File: src/rtl/pcie_tlp_req_segmenter_pkg.sv
// pcie_tlp_req_segmenter_pkg: TLP request descriptor type, format/type codes and size limits
package pcie_tlp_req_segmenter_pkg;
   localparam logic [2:0] FMT_3DW_NO_DATA = 3'b000;
   localparam logic [2:0] FMT_4DW_NO_DATA = 3'b001;
   localparam logic [2:0] FMT_3DW_DATA    = 3'b010;
   localparam logic [2:0] FMT_4DW_DATA    = 3'b011;
   localparam logic [4:0] TLP_TYPE_MEM    = 5'b00000;
   localparam int MAX_TLP_BYTES = 4096;
   typedef enum logic {IDLE, SPLIT} seg_state_e;
   typedef struct packed {
      logic [2:0]  fmt;
      logic [4:0]  tlp_type;
      logic [9:0]  len_dw;
      logic [3:0]  first_be;
      logic [3:0]  last_be;
      logic [9:0]  tag;
      logic [63:0] addr;
      logic [15:0] requester_id;
      logic [12:0] bytes;
      logic        first;
      logic        last;
   } tlp_seg_desc_t;
endpackage

File: src/rtl/pcie_tlp_req_segmenter_be_calc.sv
// pcie_tlp_be_calc: DW length and first/last byte enables for a byte range
module pcie_tlp_be_calc (
   input  logic [1:0]  addr_lo_i,
   input  logic [12:0] bytes_i,
   output logic [9:0]  len_dw_o,
   output logic [3:0]  first_be_o,
   output logic [3:0]  last_be_o
);
   logic [1:0] end_lo;
   logic [3:0] fbe_raw, lbe_raw;
   // a full 1024 DW payload truncates naturally to the 0 encoding
   assign len_dw_o   = 10'((14'(addr_lo_i) + 14'(bytes_i) + 14'd3) >> 2);
   assign end_lo     = addr_lo_i + bytes_i[1:0] - 2'd1;
   assign fbe_raw    = 4'hF << addr_lo_i;
   assign lbe_raw    = 4'hF >> (2'd3 - end_lo);
   assign first_be_o = (len_dw_o == 10'd1) ? (fbe_raw & lbe_raw) : fbe_raw;
   assign last_be_o  = (len_dw_o == 10'd1) ? 4'h0 : lbe_raw;
endmodule

File: src/rtl/pcie_tlp_req_segmenter.sv
// pcie_tlp_req_segmenter: splits DMA commands into MPS/MRRS-bounded MemRd/MemWr descriptors
module pcie_tlp_req_segmenter
   import pcie_tlp_req_segmenter_pkg::*;
#(
   parameter int MAX_PAYLOAD_SIZE  = 128,
   parameter int MAX_READ_REQ_SIZE = 512,
   parameter int TAG_WIDTH         = 8
) (
   input  logic          clk,
   input  logic          rst,
   input  logic [15:0]   requester_id,
   input  logic          cmd_valid,
   output logic          cmd_ready,
   input  logic          cmd_is_read,
   input  logic [63:0]   cmd_addr,
   input  logic [12:0]   cmd_len,
   output logic          cmd_err,
   output logic          desc_valid,
   input  logic          desc_ready,
   output tlp_seg_desc_t desc
);
   seg_state_e           state_q;
   logic [63:0]          cur_addr_q, addr_d;
   logic [12:0]          rem_q, rem_d;
   logic                 is_read_q, first_q, err_q;
   logic [TAG_WIDTH-1:0] tag_q;
   logic [12:0]          limit, room, seg_bytes;
   logic                 seg_last;
   logic [9:0]           len_dw;
   logic [3:0]           first_be, last_be;

   // limits are powers of two dividing 4 KB, so the room never spans a 4 KB boundary
   assign limit     = is_read_q ? 13'(MAX_READ_REQ_SIZE) : 13'(MAX_PAYLOAD_SIZE);
   assign room      = limit - (cur_addr_q[12:0] & (limit - 13'd1));
   assign seg_bytes = (rem_q < room) ? rem_q : room;
   assign seg_last  = seg_bytes == rem_q;
   assign addr_d    = cur_addr_q + 64'(seg_bytes);
   assign rem_d     = rem_q - seg_bytes;

   pcie_tlp_be_calc u_be (
      .addr_lo_i  (cur_addr_q[1:0]),
      .bytes_i    (seg_bytes),
      .len_dw_o   (len_dw),
      .first_be_o (first_be),
      .last_be_o  (last_be)
   );

   assign cmd_ready  = state_q == IDLE;
   assign desc_valid = state_q == SPLIT;
   assign cmd_err    = err_q;

   always_comb begin
      desc.fmt          = {1'b0, ~is_read_q, cur_addr_q[63:32] != 32'd0};
      desc.tlp_type     = TLP_TYPE_MEM;
      desc.len_dw       = len_dw;
      desc.first_be     = first_be;
      desc.last_be      = last_be;
      desc.tag          = is_read_q ? 10'(tag_q) : 10'd0;
      desc.addr         = cur_addr_q;
      desc.requester_id = requester_id;
      desc.bytes        = seg_bytes;
      desc.first        = first_q;
      desc.last         = seg_last;
   end

   always_ff @(posedge clk) begin
      if (rst) begin
         state_q    <= IDLE;
         cur_addr_q <= '0;
         rem_q      <= '0;
         is_read_q  <= 1'b0;
         first_q    <= 1'b0;
         err_q      <= 1'b0;
         tag_q      <= '0;
      end else begin
         err_q <= 1'b0;
         case (state_q)
            IDLE: if (cmd_valid) begin
               if (cmd_len == 13'd0 || cmd_len > 13'(MAX_TLP_BYTES)) begin
                  err_q <= 1'b1;
               end else begin
                  cur_addr_q <= cmd_addr;
                  rem_q      <= cmd_len;
                  is_read_q  <= cmd_is_read;
                  first_q    <= 1'b1;
                  state_q    <= SPLIT;
               end
            end
            SPLIT: if (desc_ready) begin
               cur_addr_q <= addr_d;
               rem_q      <= rem_d;
               first_q    <= 1'b0;
               if (is_read_q) tag_q <= tag_q + TAG_WIDTH'(1);
               if (seg_last) state_q <= IDLE;
            end
            default: state_q <= IDLE;
         endcase
      end
   end
endmodule
File: config.mk
export PLATFORM = sky130hd
export DESIGN_NAME = pcie_tlp_req_segmenter
export DESIGN_NICKNAME = d
export VERILOG_FILES = /design/src/rtl/pcie_tlp_req_segmenter_pkg.sv /design/src/rtl/pcie_tlp_req_segmenter_be_calc.sv /design/src/rtl/pcie_tlp_req_segmenter.sv
export SDC_FILE = /design/constraint.sdc
export NUM_CORES = 1
export LEC_CHECK = 0
export ABC_AREA = 0
export ABC_CLOCK_PERIOD_IN_PS = 12500
export BUFFER_PORTS_ARGS = -buffer_cell sky130_fd_sc_hd__buf_2
export CAP_MARGIN = 20
export CELL_PAD_IN_SITES_DETAIL_PLACEMENT = 1
export CELL_PAD_IN_SITES_GLOBAL_PLACEMENT = 2
export CORE_ASPECT_RATIO = 0.8
export CORE_UTILIZATION = 31
export DETAILED_ROUTE_END_ITERATION = 8
export HOLD_SLACK_MARGIN = 0.1
export PLACE_DENSITY = 0.93
export SLEW_MARGIN = 20
export SYNTH_ARGS = -nofsm -noshare
export SYNTH_HDL_FRONTEND = slang
export SYNTH_SLANG_ARGS = --single-unit
File: constraint.sdc
create_clock -name clk -period 12.5 [get_ports clk]
set_input_delay 3.125 -clock clk [delete_from_list [all_inputs] [get_ports clk]]
set_output_delay 3.125 -clock clk [all_outputs]
set_load 0.1 [all_outputs]
==> results of run 1 <==
[metal layers]
| layer | routed length (um) | track usage [%] |
|---|---|---|
| met5 | 12 | 0 |
| met4 | 634 | 6.610 |
| met3 | 1961 | 4.630 |
| met2 | 14420 | 38.12 |
| met1 | 16320 | 36.27 |
[power by group through the flow]
stage / registers, mW / clock network, mW / logic (mW)
global route: 0.350 / 0.351 / 0.918
global placement: 0.350 / 0 / 0.847
floorplan: 0.446 / 0 / 0.607
finish: 0.346 / 0.336 / 0.865
CTS: 0.345 / 0.341 / 0.861
detailed placement: 0.352 / 0 / 0.857
[synth_stat cells, types with 4 or more instances]
library cell,count
a211oi_1,38
a21o_1,18
a21oi_1,80
a221oi_1,11
a22oi_1,4
a311oi_1,8
a31oi_1,18
and2_1,18
and3_1,33
buf_4,27
clkbuf_1,58
dfxtp_1,89
ha_1,43
inv_1,50
mux2_2,8
mux2i_1,18
nand2_1,93
nand2b_1,8
nand3_1,45
nand4_1,23
nor2_1,102
nor2b_1,16
nor3_1,32
nor4_1,24
o211ai_1,8
o21a_1,6
o21ai_0,52
o21ai_1,4
o22ai_1,10
o31a_1,4
or2_2,5
or3_1,9
xnor2_1,21
xor2_1,18
[worst register-to-register path: cells and delay by family (launching register included)]
kind            cells  cell delay (ns)
fa+ha+maj           3             1.23
simple gates        5             1.76
buf+inv             2             0.25
xor+xnor            1             0.12
flops               1             0.42
compound gates     11             3.51
[cell families after synthesis]
group | synth area share (%)
and+or+nand+nor | 26.99
AOI/OAI and AO/OA | 26.99
other | 0.09430
buffers and inverters | 8.028
muxes | 3.394
DFF | 22.37
adders and majority gates | 7.636
xor gates and xnor gates | 4.493
[flip-flops by register name, indices dropped and copies added, names as in the netlist]
signal / cells
cur_addr_q: 64
tag_q: 8
rem_q: 13
first_q: 1
desc_valid: 1
cmd_err: 1
is_read_q: 1
[layout make-up]
class,instances,area (um2)
antenna,2,5.005
clock buffer,10,229.0
clock inverter,6,115.1
fill,3181,15870
inverter,51,191.4
multi-input combinational,864,5607
sequential,89,1783
tap,324,405.4
timing repair buffer,202,1039
[worst max-delay path by stage]
| stage | startpoint | endpoint | slack (ns) | depth (start not counted) |
|---|---|---|---|---|
| finish | cur_addr_q[1] | desc[111] | 2.01 | 27 |
| global route | cur_addr_q[1] | desc[108] | 1.47 | 27 |
| CTS | cur_addr_q[1] | desc[111] | 2.04 | 27 |
| detailed placement | cur_addr_q[1] | desc[111] | 2.44 | 27 |
| global placement | cur_addr_q[1] | desc[111] | 2.90 | 27 |
| floorplan | cur_addr_q[1] | desc[106] | -0.32 | 28 |
[stage by stage]
step / hold WS, ns / utilization (%) / power, mW / worst slack [ns]
floorplan: 0.4367 / - / 1.053 / -0.3219
global placement: 0.4417 / 35.75 / 1.198 / 2.897
global route: 0.4876 / 37.12 / 1.619 / 1.470
detailed placement: 0.4592 / 35.75 / 1.209 / 2.436
CTS: 0.4717 / 37.11 / 1.547 / 2.038
finish: 0.4637 / 37.13 / 1.548 / 2.014
==> run metrics, run 1 <==
status finished clean; Worst R2R Start cur_addr_q[1]; internal power 705.7 uW; CP Class reg -> out; most common cell after layout, fill and taps aside buf_2; crit-path max cell delay 0.66 ns; number of synthesized flops with an enable pin 0; most frequent cells in the layout buf_2, nor2_1, nand2_1, dfxtp_1, a21oi_1; Yosys warning total 0; count of final setup violators 0; Slowest-stage cell, CP nor2_1; Die W 181.2 um; switching part of the total 54.40%; most used cell, CP inv_1; Residual DRC 0; Post-DP HPWL 24620 um; hold path start first_q; share of the synthesized area in the top cell type 22.37%; clk buf depth 2; peak supply drop 0.06748 mV; Crit path max-delay family simple AND/OR/NAND/NOR gates; grt ovf 0; vias in the first global route 9058; num rows 52; cells taking the most area after synthesis dfxtp_1, ha_1, a21oi_1, nor2_1, nand2_1; Tcrit/Tclk final 83.89%; H-tree Lvls 3; Net Switching 841.9 uW; Cell Pwr Density 165.1 nW/um2; Vias 8998; nets@finish 1361; antenna violations before repair 3; hold worst-path end first_q; Avg WL per Cell 21.54 um; routability congestion estimate 0.8926; final std cells w/o fill 1548; Synth async-reset ratio 0%; Final Slew Violations 0; via/cell ratio 5.813; area delta synth->final 17.71%; R2R Path End cur_addr_q[48]; Clock power frac 21.7%; slew margin rel. 21.59%; chip height 145.4 um; Antenna Nets Post-Route 0; Critical Path Sink Type primary output; crit start category flop; syn_area_per_cell 7.333 um2; Min-Delay Path Depth 2; total negative slack 0 ns; Netlist cell types 89; Reg2Reg Setup Slack 5.12 ns; DP Area 9025 um2; first-pass GRT wire length 52290 um; Initial Utilization 31.55%; share of cells above drive strength 1 21.44%; Initial DRC Count 668; post-synthesis cell count 1086; clk sinks 89; largest net degree at the start of global routing 87; RSZ-0062 raised after global routing false; clock skew 0.01057 ns; CTS tree yes; synthesized flop and latch total 89; min Tclk post-route 10.49 ns; post_cts resized 0; CTS Buf Count 9; Top FF cell, synth dfxtp_1; # hold bufs at CTS 0; I/O Pins 232; core area 25240 um2; I/O Buffers 191; max_cap viols 0; routed wire length 33350 um; endpoints failing hold 0; area leader, netlist dfxtp_1; Die ar. 26340 um2; crit path max fanout 12; worst r2r path cells 22; HP Class reg -> reg; GRT Overall Usage 25.13%; Seq pwr share 22.4%; WP data required 9.38 ns; post-route cell area 9374 um2; Worst Path Arrival 7.36 ns; post-CTS setup buffer count 0; CP Buf/Inv Count 6; clock latency on the worst-skew pair 0.36 ns; leakage 3.933 nW; CTS root buffer clkbuf_16; length of the first detailed-routing pass in iterations 5; clock slew at reported path FFs 0.07 ns; combinational power share 55.9%; placed cells 1530; synthesized area 7964 um2; register area share after synthesis 22.37%; Worst Tran Pin Value 1.166 ns; Fmax 95.36 MHz
(Power assumes the default switching activity.)
==> run 2: changes to the inputs <==
--- a/config.mk
+++ b/config.mk
@@ -6,16 +6,16 @@
 export NUM_CORES = 1
 export LEC_CHECK = 0
 export ABC_AREA = 0
-export ABC_CLOCK_PERIOD_IN_PS = 12500
+export ABC_CLOCK_PERIOD_IN_PS = 10600
 export BUFFER_PORTS_ARGS = -buffer_cell sky130_fd_sc_hd__buf_2
 export CAP_MARGIN = 20
 export CELL_PAD_IN_SITES_DETAIL_PLACEMENT = 1
 export CELL_PAD_IN_SITES_GLOBAL_PLACEMENT = 2
 export CORE_ASPECT_RATIO = 0.8
-export CORE_UTILIZATION = 31
+export CORE_UTILIZATION = 29
 export DETAILED_ROUTE_END_ITERATION = 8
 export HOLD_SLACK_MARGIN = 0.1
-export PLACE_DENSITY = 0.93
+export PLACE_DENSITY = 0.88
 export SLEW_MARGIN = 20
 export SYNTH_ARGS = -nofsm -noshare
 export SYNTH_HDL_FRONTEND = slang
==> constraint.sdc (replaced) <==
create_clock -name clk -period 10.6 [get_ports clk]
set_input_delay 2.65 -clock clk [delete_from_list [all_inputs] [get_ports clk]]
set_output_delay 2.65 -clock clk [all_outputs]
set_load 0.1 [all_outputs]
==> run 2 against run 1 <==
Non-clock buffer count grew 2. Hold slack lost 0.0046 ns. Sequential share of layout area shrank 0.12 points. Final cell count grew 2.2%. Count of clock-buffer cells in the layout grew 3. Clock skew grew 0.0031 ns. Power grew 15%. Largest power group unchanged.
==> run metrics, run 2 (synthesis gave the netlist of run 1 again) <==
Regs by FF count cur_addr_q: 64 flops, rem_q: 13 flops, tag_q: 8 flops; Worst Path Arrival 7.47 ns; share of cells above drive strength 1 22.63%; vias in the first global route 8917; grt ovf 0; status finished clean; hold worst-path end first_q; most common cell after layout, fill and taps aside buf_2; DP Area 9171 um2; Final Slew Violations 0; antenna violations before repair 2; Vias 8988; Avg WL per Cell 21.69 um; R2R Path End cur_addr_q[60]; num rows 53; core area 26590 um2; Critical Path Sink Type primary output; clk buf depth 2; worst hold slack 0.4591 ns; CTS tree yes; RSZ-0062 raised after global routing false; Antenna Nets Post-Route 0; Post-DP HPWL 25870 um; chip height 150.2 um; placed cells 1565; Die W 187.3 um; Die ar. 28130 um2; H-tree Lvls 3; post-route cell area 9449 um2; Net Switching 995.5 uW; clock slew at reported path FFs 0.07 ns; GRT Overall Usage 24.21%; total negative slack 0 ns; I/O Pins 232; post-CTS setup buffer count 0; worst r2r path cells 22; switching part of the total 55.99%; Worst R2R Start cur_addr_q[2]; clock latency on the worst-skew pair 0.36 ns; max_cap viols 0; routed wire length 34310 um; CP Class reg -> out; Min-Delay Path Depth 2; total power draw 1.778 mW; I/O Buffers 191; Initial Utilization 29.95%; routability congestion estimate 0.9456; Slowest-stage cell, CP nor2_1; clock skew 0.01370 ns; Initial DRC Count 748; nets@finish 1363; via/cell ratio 5.681; CTS root buffer clkbuf_16; Fmax 98.78 MHz; Reg2Reg Setup Slack 3.70 ns; crit path max fanout 15; min Tclk post-route 10.12 ns; area delta synth->final 18.65%; Cell Pwr Density 188.2 nW/um2; clk sinks 89; length of the first detailed-routing pass in iterations 6; first-pass GRT wire length 52850 um; register with the most flip-flops cur_addr_q; count of final setup violators 0; largest net degree at the start of global routing 60; slew margin rel. 28.81%; crit-path max cell delay 0.77 ns; HP Class reg -> reg; post_cts resized 0; hold path start first_q; peak supply drop 0.1395 mV; crit start category flop; WP data required 7.95 ns; combinational power share 59.0%; Worst Tran Pin Value 1.057 ns; # hold bufs at CTS 0; final std cells w/o fill 1582; endpoints failing hold 0; Seq pwr share 23.0%; CTS Buf Count 9; max FFs per register 64; most frequent cells in the layout buf_2, nor2_1, nand2_1, dfxtp_1, a21oi_1; leakage 3.922 nW; internal power 782.4 uW; Clock power frac 18.0%; Residual DRC 0; Tcrit/Tclk final 95.50%
run 2: how the worst max path moves through the flow:
| stage | startpoint | endpoint | slack, ns | cells past startpoint |
|---|---|---|---|---|
| after floorplan | cur_addr_q[0] | desc[105] | 0.02 | 29 |
| after global placement | cur_addr_q[2] | desc[105] | 1.25 | 27 |
| after detailed placement | cur_addr_q[2] | desc[105] | 0.99 | 27 |
| after CTS | cur_addr_q[2] | desc[105] | 0.56 | 27 |
| after global routing | cur_addr_q[2] | desc[105] | 0.01 | 27 |
| final | cur_addr_q[2] | desc[105] | 0.48 | 27 |
run 2: layout make-up:
cell class              count  area (um2)
inverters                  51       195.2
diodes                      1       2.502
clock buffers              13       260.3
fillers                  3363       17140
repair buffers            204        1054
clock inverters             3       15.01
multi-input cells         864        5690
well taps                 357       446.7
flip-flops and latches     89        1785
run 2: power by group through the flow:
stage          Combinational (mW)  Clock [mW]  Sequential, mW
3_3_place_gp                 1.03           0           0.415
2_1_floorplan               0.737           0           0.526
4_1_cts                      1.05       0.330           0.408
5_1_grt                      1.11       0.339           0.414
3_5_place_dp                 1.04           0           0.416
6_report                     1.05       0.320           0.409
run 2: per-stage QoR:
step	util, %	setup WS [ns]
floorplan	-	0.02076
global placement	34.49	1.252
detailed placement	34.49	0.9900
CTS	35.52	0.5597
global route	35.53	0.01253
finish	35.53	0.4765
run 2: layer usage:
metal | up-vias | GRT usage, % | routed length [um]
li1 | 4221 | - | -
met1 | 4458 | 34.54 | 16930
met2 | 261 | 36.25 | 14500
met3 | 46 | 5.781 | 2298
met4 | 2 | 6.025 | 556
met5 | - | 0 | 15
run 2: worst max-delay path, delay by kind of cell, from the launching register on:
kind | cells | cell delay [ns]
and+or+nand+nor | 10 | 3.02
AOI/OAI and AO/OA | 5 | 1.14
xor gates and xnor gates | 1 | 0.14
adders and majority gates | 4 | 1.27
buffers and inverters | 7 | 1.05
DFF | 1 | 0.49
